==> src/rtl/param_ram_if.sv <==
// Request/response bus of param_ram: processor-side request fields plus the
// read data, read-valid strobe and clear-in-progress indication.
interface param_ram_if #(
  parameter int DATA_W = 16,
  parameter int ADDR_W = 8
);
  logic                  en;
  logic                  rw;
  logic [ADDR_W-1:0]     addr;
  logic [DATA_W-1:0]     A;
  logic [DATA_W/8-1:0]   be;
  logic [DATA_W-1:0]     Q;
  logic                  valid;
  logic                  busy;

  modport master (output en, rw, addr, A, be, input Q, valid, busy);
  modport slave  (input en, rw, addr, A, be, output Q, valid, busy);
endinterface

==> src/rtl/param_ram.sv <==
// Single-port synchronous word RAM with byte-lane writes, 1- or 2-cycle read
// latency, read-valid strobe and an optional zero-fill sequence after reset.
module param_ram #(
  parameter int DATA_W         = 16,
  parameter int ADDR_W         = 8,
  parameter int READ_LAT       = 1,
  parameter int CLEAR_ON_RESET = 1
) (
  input logic        clk,
  input logic        rst,
  param_ram_if.slave bus
);
  localparam int DEPTH = 2 ** ADDR_W;
  localparam int NB    = DATA_W / 8;

  typedef enum logic {CLEAR, READY} state_t;

  state_t              state, state_next;
  logic [ADDR_W-1:0]   clr_cnt;
  logic [DATA_W-1:0]   mem [DEPTH];
  logic                wr_en, rd_en;
  logic                rd_v1;
  logic [DATA_W-1:0]   rd_d1;

  always_ff @(posedge clk or posedge rst) begin
    if (rst) begin
      state   <= (CLEAR_ON_RESET != 0) ? CLEAR : READY;
      clr_cnt <= '0;
    end else begin
      state <= state_next;
      if (state == CLEAR) clr_cnt <= clr_cnt + 1'b1;
    end
  end

  always_comb begin
    state_next = state;
    wr_en      = 1'b0;
    rd_en      = 1'b0;
    case (state)
      CLEAR: if (&clr_cnt) state_next = READY;
      READY: begin
        wr_en = bus.en && !bus.rw;
        rd_en = bus.en &&  bus.rw;
      end
      default: state_next = READY;
    endcase
  end

  assign bus.busy = (state == CLEAR);

  // Array has no reset; clearing is done one word per cycle by the sequencer.
  always_ff @(posedge clk) begin
    if (state == CLEAR) begin
      mem[clr_cnt] <= '0;
    end else if (wr_en) begin
      for (int unsigned i = 0; i < NB; i++) begin
        if (bus.be[i]) mem[bus.addr][8*i +: 8] <= bus.A[8*i +: 8];
      end
    end
  end

  always_ff @(posedge clk or posedge rst) begin
    if (rst) begin
      rd_v1 <= 1'b0;
      rd_d1 <= '0;
    end else begin
      rd_v1 <= rd_en;
      if (rd_en) rd_d1 <= mem[bus.addr];
    end
  end

  generate
    if (READ_LAT == 2) begin : g_lat2
      logic              rd_v2;
      logic [DATA_W-1:0] rd_d2;

      // Data register only loads on a valid beat so Q holds between reads.
      always_ff @(posedge clk or posedge rst) begin
        if (rst) begin
          rd_v2 <= 1'b0;
          rd_d2 <= '0;
        end else begin
          rd_v2 <= rd_v1;
          if (rd_v1) rd_d2 <= rd_d1;
        end
      end

      assign bus.Q     = rd_d2;
      assign bus.valid = rd_v2;
    end else begin : g_lat1
      assign bus.Q     = rd_d1;
      assign bus.valid = rd_v1;
    end
  endgenerate
endmodule

==> src/flat_wrapper.sv <==
// flat-port wrapper written by rule: the top's interface ports become plain ports
module param_ram_flat 
#(
  parameter int DATA_W         = 16,
  parameter int ADDR_W         = 8,
  parameter int READ_LAT       = 1,
  parameter int CLEAR_ON_RESET = 1
)
  (clk, rst, bus_en, bus_rw, bus_addr, bus_A, bus_be, bus_Q, bus_valid, bus_busy);
  param_ram_if #(.DATA_W(DATA_W), .ADDR_W(ADDR_W)) bus_i ();
  input logic clk;
  input logic rst;
  input wire logic [$bits(bus_i.en)-1:0] bus_en;
  input wire logic [$bits(bus_i.rw)-1:0] bus_rw;
  input wire logic [$bits(bus_i.addr)-1:0] bus_addr;
  input wire logic [$bits(bus_i.A)-1:0] bus_A;
  input wire logic [$bits(bus_i.be)-1:0] bus_be;
  output wire logic [$bits(bus_i.Q)-1:0] bus_Q;
  output wire logic [$bits(bus_i.valid)-1:0] bus_valid;
  output wire logic [$bits(bus_i.busy)-1:0] bus_busy;
  assign bus_i.en = bus_en;
  assign bus_i.rw = bus_rw;
  assign bus_i.addr = bus_addr;
  assign bus_i.A = bus_A;
  assign bus_i.be = bus_be;
  assign bus_Q = bus_i.Q;
  assign bus_valid = bus_i.valid;
  assign bus_busy = bus_i.busy;
  param_ram #(.DATA_W(DATA_W), .ADDR_W(ADDR_W), .READ_LAT(READ_LAT), .CLEAR_ON_RESET(CLEAR_ON_RESET)) u_core (.clk(clk), .rst(rst), .bus(bus_i));
endmodule
==> config.mk <==
export PLATFORM = sky130hd
export DESIGN_NAME = param_ram_flat
export DESIGN_NICKNAME = d
export VERILOG_FILES = /design/src/rtl/param_ram_if.sv /design/src/rtl/param_ram.sv /design/src/flat_wrapper.sv
export SDC_FILE = /design/constraint.sdc
export NUM_CORES = 2
export LEC_CHECK = 0
export BUFFER_PORTS_ARGS = -buffer_cell sky130_fd_sc_hd__buf_4
export CAP_MARGIN = 20
export CORE_AREA = 2 2 500 502
export CTS_BUF_LIST = sky130_fd_sc_hd__clkbuf_4
export DETAILED_ROUTE_END_ITERATION = 8
export DIE_AREA = 0 0 502 504
export PLACE_DENSITY = 0.78
export REMOVE_ABC_BUFFERS = 1
export SYNTH_ARGS = -nofsm -noshare
export SYNTH_HDL_FRONTEND = slang
export SYNTH_SLANG_ARGS = --single-unit
==> constraint.sdc <==
create_clock -name clk -period 13.7 [get_ports clk]
set_input_delay 1.37 -clock clk [delete_from_list [all_inputs] [get_ports clk]]
set_output_delay 1.37 -clock clk [all_outputs]
set_load 0.02 [all_outputs]
==> results.yml <==
grt:
  antenna_found_initial: 23
  met2_usage_pct: 48.9
  track_usage_pct: 32.2
  grt_use_met1_pct: 42.3
  grt_start_max_net_pins: 224
  grt_pass1_vias: 84058
  grt_overflow: 0
  use_met3_pct: 9.75
  grt_busiest_layer: "met2"
  grt_pass1_wl_um: 580000
yosys:
  ys_seq_elements: 4122
  synthesis.area_um2: 160000
  synth-seq-area-share_pct: 77.3
  avgSynthCellArea_um2: 21.0
  yosys_warnings: 0
  syn_inst: 7618
  ys_types: 57
  async_reset_ff_share_pct: 0.631
  synth_top_flop_cell: "edfxtp_1"
  synth_edf_count: 4096
placement:
  gp_congestion: 0.913
  placed_cells: 10615
  port_buffers: 47
  post_dp_cell_area_um2: 163000
  hpwl_um: 235000
min_path:
  hold_class: "in -> reg"
  min_path_cells: 2
  worstHoldStart: "bus_A[11]"
  holdPathEnd: "u_core.mem[53][11]$_DFFE_PP_"
pwr:
  pwr-share-comb_pct: 2.6
  power_density_nw_per_um2: 136
  seqPwrFrac_pct: 57.4
  clkPwrFrac_pct: 40.0
  power.internal_mw: 18.6
  power.net_switching_mw: 5.12
  vdd_drop_max_uv: 101
  p_leak_nw: 45.7
  switching_share_pct: 21.5
worst_setup_path:
  crit_top_cell: "buf_4"
  cp_top_family: "buffers and inverters"
  crit_fanout: 51
  crit_path_start_kind: "input pin"
  reg2regPathDepth: 7
  arrival_ps: 6650
  cp_slowest_stage_delay_ps: 900
  crit_chain: "buf_16 > buf_4 > buf_4 > buf_4 > mux2i_1 > o221ai_1 > o21ai_0 > a31oi_1 > nand4_1 > o311ai_1"
  required_ps: 15060
  reg2reg_slack_ps: 8700
  r2r_end: "u_core.mem[216][14]$_DFFE_PP_"
  worst_setup_path_end_kind: "register"
  path_class: "in -> reg"
  regToRegStartpoint: "u_core.state$_DFF_PP0_"
  cp-startpoint: "bus_addr[0]"
  slowest_stage: "a31oi_1"
  critPathBufInv: 4
routing:
  drt-initial-drc-count: 12031
  routed-via-count: 83785
  drc_errors: 0
  routedWlPerCell_um: 33.0
  wl_um: 406000
  vias_per_cell: 6.80
  dr.pass1.iters: 6
  antenna_left: 0
layout:
  fillers: 14444
  final_core_util_pct: 70.8
  multi_input_area_um2: 33700
  stdcell_count: 12319
  syn2layout_area_growth_pct: 9.47
  regArea_um2: 124000
  nets: 8273
  fin_area_um2: 175000
  drive_above_1_share_pct: 29.2
clock_network:
  cts.root.buffer_cell: "clkbuf_4"
  cts_max_path_buffers: 4
  cts_setup_buffers: 0
  htreeDepth: 6
  clock_latency_ps: 1530
  cts_hold_buf: 1
  tritoncts: "built"
  cts_buffers: 950
  cts.sinks: 4122
  cts_resized: 0
  path_clk_slew_ps: 80
sta:
  setup_violations: 0
  final.setup.tns_ps: 0
  max_freq_mhz: 189
  max_slew_margin_pct: 14.5
  worst_pin_slew_ps: 1270
  holdWs_ps: 463
  rsz0062_at_grt: "no"
  final_hold_viol_count: 0
  fin_skew_ps: 86.0
  slew_viol_final: 0
  timing.final.crit_share_pct: 38.7
  final.min_clock_period_ps: 5300
run:
  max_cap_violations: 0
floorplan:
  die_x_um: 502
  rows: 183
  die_area_um2: 253000
  core_area_um2: 248000
  boundaryPins: 48
  die_h_um: 504
  initial_core_util_pct: 64.6
run_status:
  run_status: "completed"
-- layer usage --
layer / vias up / part of all wire [%]
met5: - / 0.027
met4: 12 / 5.8
met3: 1100 / 13
met2: 6203 / 47
met1: 42822 / 34
li1: 33648 / -
-- cell usage in the layout (no fill, tap or decap), types with 17 or more instances in the layout --
master       n
buf_4      185
dfrtp_1     26
or2_2       20
and2_1      17
nand4_1     20
mux2_2      22
nor4b_1     30
a211oi_1    47
o21ai_0     64
nand2b_1    18
nor2_1     526
nand2b_2    18
edfxtp_1  4096
a21oi_1    154
and2_4      17
clkinv_1   247
o221ai_1    80
a22oi_1    146
a22o_1      45
diode_2     17
mux2i_1    425
nor3_1      22
clkbuf_4  1390
mux4_2     878
o22ai_1    115
nand3_1     29
nand2_1     83
-- Yosys cell counts, types with 6 or more instances --
library cell / count / area (µm²)
xnor2_1: 6 / 52.6
o21ai_0: 64 / 320
a22oi_1: 146 / 1100
mux4_2: 878 / 19800
a21oi_1: 154 / 771
buf_1: 37 / 139
edfxtp_1: 4096 / 123000
nand4_1: 20 / 125
a221oi_1: 16 / 140
nor2_1: 530 / 1990
nor4b_1: 31 / 272
nor2b_1: 16 / 100
buf_4: 59 / 443
nand3_1: 30 / 150
a31oi_1: 16 / 100
nand4b_1: 15 / 131
nand2b_1: 37 / 231
dfrtp_1: 26 / 651
or2_2: 9 / 56.3
nor3_1: 25 / 125
buf_2: 116 / 581
mux2i_1: 425 / 4250
buf_6: 52 / 586
o31ai_1: 16 / 120
and3_1: 16 / 100
or2_1: 25 / 156
o22ai_1: 115 / 719
o221ai_1: 80 / 701
o2111ai_1: 15 / 131
mux2_2: 22 / 248
a211oi_1: 47 / 353
nand2_1: 83 / 312
clkbuf_1: 263 / 987
and2_1: 34 / 213
a22o_1: 45 / 394
o311ai_1: 15 / 131
-- logic make-up after synthesis --
group                      count (synthesis)  synth area share, %
DFF                                     4122                 77.3
muxes                                   1327                 15.2
and+or+nand+nor                          883                 2.53
AOI/OAI and AO/OA                        738                 3.16
buffers and inverters                    540                 1.79
xor gates and xnor gates                   7               0.0383
adders and majority gates                  1              0.00782
-- through the flow --
| stage | worst slack, ps | total power [mW] |
|---|---|---|
| CTS | 8380 | 23.8 |
| detailed placement | 6790 | 14.5 |
| global placement | 6690 | 14.5 |
| finish | 8400 | 23.8 |
| floorplan | 6460 | 14.2 |
| global route | 8430 | 24.5 |
-- sequential cells by signal, summed over array words and instances (netlist names) --
name              flops
u_core.bus.valid      1
u_core.mem         4096
u_core.state          1
u_core.clr_cnt        8
u_core.bus.Q         16
-- final cells by class --
class	count	share of cell area [%]
antenna	17	0.0243
clock buffer	1390	5.96
clock inverter	292	0.802
inverter	7	0.0193
multi-input combinational	2956	19.2
sequential	4122	70.6
tap	3330	2.38
timing repair buffer	205	1.01
-- worst max-delay path by stage --
stage,end,slack [ps],depth (start not counted)
2_1_floorplan,u_core.mem[119][10]$_DFFE_PP_,6460,5
3_3_place_gp,u_core.bus.Q[15]$_DFFE_PP0P_,6690,10
3_5_place_dp,u_core.bus.Q[12]$_DFFE_PP0P_,6790,10
4_1_cts,u_core.bus.Q[12]$_DFFE_PP0P_,8380,10
5_1_grt,u_core.bus.Q[15]$_DFFE_PP0P_,8430,10
6_report,u_core.bus.Q[15]$_DFFE_PP0P_,8400,10
-- power groups by stage --
stage                     Sequential (mW)  Clock [mW]  Combinational [mW]
final                                13.6        9.50               0.628
after detailed placement             13.9           0               0.616
after global placement               13.9           0               0.611
after global routing                 13.6        10.2               0.643
after floorplan                      13.9           0               0.255
after CTS                            13.6        9.57               0.617
Power figures use the tool's default switching activity.
